==> config.mk <==
export PLATFORM = sky130hd
export DESIGN_NAME = pixel_readout_ctrl_flat
export DESIGN_NICKNAME = d
export VERILOG_FILES = /design/src/rtl/pixel_readout_ctrl_if.sv /design/src/rtl/pixel_readout_ctrl.sv /design/src/flat_wrapper.sv
export SDC_FILE = /design/constraint.sdc
export NUM_CORES = 1
export LEC_CHECK = 0
export CAP_MARGIN = 20
export CORE_ASPECT_RATIO = 0.6
export CORE_MARGIN = 2
export CORE_UTILIZATION = 50
export DETAILED_ROUTE_END_ITERATION = 8
export PLACE_DENSITY = 0.75
export SYNTH_ARGS = -nofsm -noshare
export SYNTH_HDL_FRONTEND = slang
export SYNTH_SLANG_ARGS = --single-unit
==> constraint.sdc <==
create_clock -name clk -period 2.16 [get_ports clk]
set_clock_uncertainty 0.05 [all_clocks]
set_input_delay 0.432 -clock clk [delete_from_list [all_inputs] [get_ports clk]]
set_output_delay 0.432 -clock clk [all_outputs]
set_load 0.02 [all_outputs]
==> src/rtl/pixel_readout_ctrl_if.sv <==
// Pixel stream handshake between the readout controller and the frame consumer.
// The controller holds data/flags stable until out_ready accepts the beat.
interface pixel_readout_ctrl_if;
  logic [7:0] out_data;
  logic       out_valid;
  logic       out_ready;
  logic       out_first;
  logic       out_last;

  modport master (
    output out_data,
    output out_valid,
    output out_first,
    output out_last,
    input  out_ready
  );

  modport slave (
    input  out_data,
    input  out_valid,
    input  out_first,
    input  out_last,
    output out_ready
  );
endinterface

==> src/rtl/pixel_readout_ctrl.sv <==
// Pixel sensor sequencer (erase/expose/convert) plus 4-to-1 mux scan to a stream.
// Optional test pattern source: define PIXEL_READOUT_TESTPAT_EN.
module pixel_readout_ctrl #(
  parameter int ERASE_CYCLES   = 5,
  parameter int EXPOSE_CYCLES  = 255,
  parameter int CONVERT_CYCLES = 255,
  parameter int NUM_PIXELS     = 4,
  parameter int SEL_W          = 2
) (
  input  logic             clk,
  input  logic             reset,
  input  logic             start,
`ifdef PIXEL_READOUT_TESTPAT_EN
  input  logic             test_mode,
`endif
  output logic             erase,
  output logic             expose,
  output logic             convert,
  output logic [SEL_W-1:0] pix_sel,
  input  logic [7:0]       pix_data,
  pixel_readout_ctrl_if.master stream,
  output logic             busy,
  output logic             frame_done
);

  localparam int M1 = (ERASE_CYCLES > EXPOSE_CYCLES) ?
                      ERASE_CYCLES : EXPOSE_CYCLES;
  localparam int MAXC = (M1 > CONVERT_CYCLES) ? M1 : CONVERT_CYCLES;
  localparam int CW = $clog2(MAXC + 1);
  localparam int IW = SEL_W + 1;

  typedef enum logic [2:0] {
    IDLE, ERASE, EXPOSE, CONVERT, READ, DONE
  } state_t;

  state_t        state, state_n;
  logic [CW-1:0] cnt;
  logic [IW-1:0] idx;
  logic          load;
  logic          accept;
  logic [7:0]    cap;

  assign accept = stream.out_valid && stream.out_ready;

`ifdef PIXEL_READOUT_TESTPAT_EN
  logic [5:0] frame_cnt;

  always_ff @(posedge clk or posedge reset) begin
    if (reset) frame_cnt <= '0;
    else if (state == DONE) frame_cnt <= frame_cnt + 1'b1;
  end

  assign cap = test_mode ? {frame_cnt, idx[1:0]} : pix_data;
`else
  assign cap = pix_data;
`endif

  always_ff @(posedge clk or posedge reset) begin
    if (reset) state <= IDLE;
    else       state <= state_n;
  end

  always_comb begin
    state_n = state;
    load    = 1'b0;
    unique case (state)
      IDLE:    if (start) state_n = ERASE;
      ERASE:   if (cnt == CW'(ERASE_CYCLES - 1)) state_n = EXPOSE;
      EXPOSE:  if (cnt == CW'(EXPOSE_CYCLES - 1)) state_n = CONVERT;
      CONVERT: if (cnt == CW'(CONVERT_CYCLES - 1)) state_n = READ;
      READ: begin
        load = (idx < IW'(NUM_PIXELS)) &&
               (!stream.out_valid || stream.out_ready);
        if (idx == IW'(NUM_PIXELS) && accept) state_n = DONE;
      end
      DONE:    state_n = IDLE;
      default: state_n = IDLE;
    endcase
  end

  // Phase strobes and status are registered from the next state.
  always_ff @(posedge clk or posedge reset) begin
    if (reset) begin
      erase            <= 1'b0;
      expose           <= 1'b0;
      convert          <= 1'b0;
      busy             <= 1'b0;
      frame_done       <= 1'b0;
      cnt              <= '0;
      idx              <= '0;
      pix_sel          <= '0;
      stream.out_data  <= '0;
      stream.out_valid <= 1'b0;
      stream.out_first <= 1'b0;
      stream.out_last  <= 1'b0;
    end else begin
      erase      <= (state_n == ERASE);
      expose     <= (state_n == EXPOSE);
      convert    <= (state_n == CONVERT);
      busy       <= (state_n != IDLE);
      frame_done <= (state_n == DONE);
      cnt        <= (state_n != state) ? '0 : cnt + 1'b1;
      if (state == CONVERT && state_n == READ) begin
        idx     <= '0;
        pix_sel <= '0;
      end else if (load) begin
        stream.out_data  <= cap;
        stream.out_valid <= 1'b1;
        stream.out_first <= (idx == '0);
        stream.out_last  <= (idx == IW'(NUM_PIXELS - 1));
        idx              <= idx + 1'b1;
        pix_sel          <= pix_sel + 1'b1;
      end else if (accept) begin
        stream.out_valid <= 1'b0;
      end
    end
  end

endmodule

==> src/flat_wrapper.sv <==
// flat-port wrapper written by rule: the top's interface ports become plain ports
module pixel_readout_ctrl_flat 
#(
  parameter int ERASE_CYCLES   = 5,
  parameter int EXPOSE_CYCLES  = 255,
  parameter int CONVERT_CYCLES = 255,
  parameter int NUM_PIXELS     = 4,
  parameter int SEL_W          = 2
)
  (clk, reset, start, erase, expose, convert, pix_sel, pix_data, busy, frame_done, stream_out_data, stream_out_valid, stream_out_first, stream_out_last, stream_out_ready);
  pixel_readout_ctrl_if stream_i ();
  input  logic clk;
  input  logic reset;
  input  logic start;
  output logic erase;
  output logic expose;
  output logic convert;
  output logic [SEL_W-1:0] pix_sel;
  input  logic [7:0] pix_data;
  output logic busy;
  output logic frame_done;
  output wire logic [$bits(stream_i.out_data)-1:0] stream_out_data;
  output wire logic [$bits(stream_i.out_valid)-1:0] stream_out_valid;
  output wire logic [$bits(stream_i.out_first)-1:0] stream_out_first;
  output wire logic [$bits(stream_i.out_last)-1:0] stream_out_last;
  input wire logic [$bits(stream_i.out_ready)-1:0] stream_out_ready;
  assign stream_out_data = stream_i.out_data;
  assign stream_out_valid = stream_i.out_valid;
  assign stream_out_first = stream_i.out_first;
  assign stream_out_last = stream_i.out_last;
  assign stream_i.out_ready = stream_out_ready;
  pixel_readout_ctrl #(.ERASE_CYCLES(ERASE_CYCLES), .EXPOSE_CYCLES(EXPOSE_CYCLES), .CONVERT_CYCLES(CONVERT_CYCLES), .NUM_PIXELS(NUM_PIXELS), .SEL_W(SEL_W)) u_core (.clk(clk), .reset(reset), .start(start), .erase(erase), .expose(expose), .convert(convert), .pix_sel(pix_sel), .pix_data(pix_data), .stream(stream_i), .busy(busy), .frame_done(frame_done));
endmodule
==> results of run 1 <==
## kinds of logic (layout without fill, tap and decap cells)
family,Yosys count,after routing,synth area share (%)
adder cells (fa/ha/maj),6,6,4.56
AND/OR/NAND/NOR,48,48,19.9
multiplexers,11,11,7.52
buffers and inverters,13,49,4.94
XOR/XNOR,9,9,4.79
AO/OA/AOI/OAI,17,17,9.65
flip-flops,32,32,48.6
## layer usage
layer | GRT usage, % | vias up | share of wire, % | wire length (microns)
li1 | - | 547 | - | -
met1 | 27.4 | 524 | 51 | 1570
met2 | 27.7 | 30 | 43 | 1340
met3 | 7.09 | 2 | 5.6 | 174
met4 | 5.85 | 0 | 0.55 | 17
met5 | 0 | - | 0 | 0
## sequential cells by signal (all words and copies together), names as in the netlist
register / flops
u_core.pix_sel: 2
u_core.stream.out_valid: 1
u_core.stream.out_last: 1
u_core.convert: 1
u_core.cnt: 8
u_core.stream.out_first: 1
u_core.busy: 1
u_core.frame_done: 1
u_core.idx: 3
u_core.stream.out_data: 8
u_core.state: 3
u_core.expose: 1
u_core.erase: 1
## where the power goes
group | total, W | switching (W) | internal [W]
clock | 0.000455 | 0.000196 | 0.000259
combinational | 0.0000355 | 0.0000156 | 0.0000199
sequential | 0.000600 | 0 | 0.000600
## cells in the mapped netlist (all sizes together)
master / n
dfrtp: 32
mux2: 11
nor3: 9
nor2: 8
inv: 7
buf: 6
ha: 6
nand2: 6
nand3: 6
xnor2: 5
a21oi: 4
o21ai: 4
xor2: 4
nand2b: 3
nor3b: 3
a21o: 2
a221oi: 2
and3: 2
and4: 2
nand4: 2
a21boi: 1
a31oi: 1
a41oi: 1
and2: 1
and3b: 1
nand3b: 1
nand4b: 1
nor4b: 1
o311ai: 1
o31ai: 1
or3: 1
or3b: 1
## final timing paths
path	depth (start not counted)	endpoint	start	slack [ps]
hold / removal	1	u_core.stream.out_data[7]	u_core.stream.out_data[7]	440
hold reg to reg	1	u_core.stream.out_data[7]	u_core.stream.out_data[7]	440
min in group asynchronous	3	u_core.stream.out_data[1]	reset	500
setup reg to reg	6	u_core.cnt[4]	u_core.cnt[0]	290
setup / recovery	6	u_core.cnt[4]	u_core.cnt[0]	290
max in group asynchronous	3	u_core.cnt[2]	reset	1260
## layout make-up
| type | instances | share of cell area (%) |
|---|---|---|
| clock buffers | 8 | 4.36 |
| multi-input cells | 91 | 37.0 |
| inverters | 7 | 1.27 |
| repair buffers | 34 | 15.9 |
| flip-flops and latches | 32 | 38.8 |
| well taps | 45 | 2.73 |
## stage by stage
step	hold slack [ps]	total power, W	std cells	instance area (sq um)	utilization, %
after global routing	460	0.00114	217	2070	64.5
after CTS	442	0.00111	217	2070	64.5
after global placement	418	0.000646	209	1980	61.7
after floorplan	434	0.000621	136	1650	-
final	442	0.00109	217	2070	64.5
after detailed placement	428	0.000647	209	1980	61.7
## worst max-delay path: cells and delay by family (launching register included)
kind                       cells  cell delay (ps)
adders and majority gates      1              160
buffers and inverters          1              110
and+or+nand+nor                2              400
DFF                            1              440
AOI/OAI and AO/OA              2              570
==> qor.yml, run 1 <==
synth:
  ys_seq_area_share_pct: 48.6
  post-synth-top-area-fraction_pct: 48.6
  yosys-top-cells-area: "dfrtp_1 49%, mux2_2 4.8%, ha_1 4.6%"
  synth_nets: 154
  synth.distinct_cells: 45
  syn_area_sq_um: 1650
  yosys.area.top_type: "dfrtp_1"
  syn_inst: 136
  yosys_register_bits: 32
  avgSynthCellArea_sq_um: 12.1
  yosys_warnings: 0
grt:
  grt_pass1_wl_microns: 5520
  grt_start_max_net_pins: 33
  grt_usage_pct: 19.2
  grt_overflow: 0
  antenna_found_initial: 0
  grt_pass1_vias: 1142
power_and_ir_drop:
  max-vdd-ir-drop_mv: 0.390
  power_density_nw_per_um2: 528
  p_leak_nw: 0.970
setup_path:
  startpoint_type: "flip-flop"
  crit_fanout: 8
  max_stage_delay_ps: 440
  cp-end-kind: "flip-flop"
  crit_arrival_ps: 1960
  worstPathCellList: "inv_1, ha_1, nor4b_4, a31oi_2, a221oi_4, nor3_1"
  path_class: "reg2reg"
  cp_slowest_cell: "dfrtp_1"
  cp.required_ps: 2250
detailed_routing:
  viasPerCell: 5.08
  drc_errors: 0
  wl_per_cell_microns: 14.3
  drtIter0Drc: 44
  routed_wl_microns: 3100
  vias: 1103
  firstDrtPassIters: 5
  ant_nets: 0
floorplanning:
  core_sq_um: 3200
  row_count: 16
  fp.dieW_microns: 78.1
  start_util_pct: 51.4
  die_area_sq_um: 3780
  die-height_microns: 48.5
  ios: 30
cts:
  clkSlewWorstSetupHoldPaths_ps: 60
  cts-buffers-inserted: 5
  clockBufferDepth: 2
  post_cts_resized: 0
  cts_max_level: 2
  cts_setup_buffers: 0
  clock_latency_ps: 280
  cts_root_buffer: "clkbuf_8"
  clock-sinks: 32
  cts_hold_buffers: 0
  cts_tree: "built"
place:
  place.port_buffers: 29
  dp_hpwl_microns: 2350
  gp_congestion: 0.915
  pre_cts_ws_ps: 132
timing:
  max_slew_margin_pct: 71.1
  fin_crit_sh_pct: 86.7
  hold_viol: 0
  max_freq_mhz: 534
  setup_viol: 0
  slew_violations: 0
  layout_setup_ws_ps: 288
  tightest_slew_ps: 432
  rsz0062_at_grt: "no"
  tns_ps: 0
  fin_crit_ps: 1870
layout:
  nNetsFinal: 189
  antenna_cells: 0
  nFillCells: 249
  layout_commonest_cell: "dfrtp_1"
  multi_input_area_sq_um: 764
  drive_gt1_share_pct: 18.6
  final_cell_mix: "32 x dfrtp_1, 29 x clkdlybuf4s50_1, 8 x nor3_1"
  seq_area_sq_um: 801
  area_growth_pct: 25.5
run_status:
  status: "complete, no violations"
run:
  cap_violations: 0
min_path:
  worstHoldPathType: "reg2reg"
No activity file was read; power rests on OpenSTA's default activity.
==> run 2: changes to the inputs <==
SKIP_LAST_GASP = 1   (was not set)
TNS_END_PERCENT = 1   (was not set)
==> results of run 2 <==
Same layout as run 1: the final DEF is identical, and so are final timing and power.
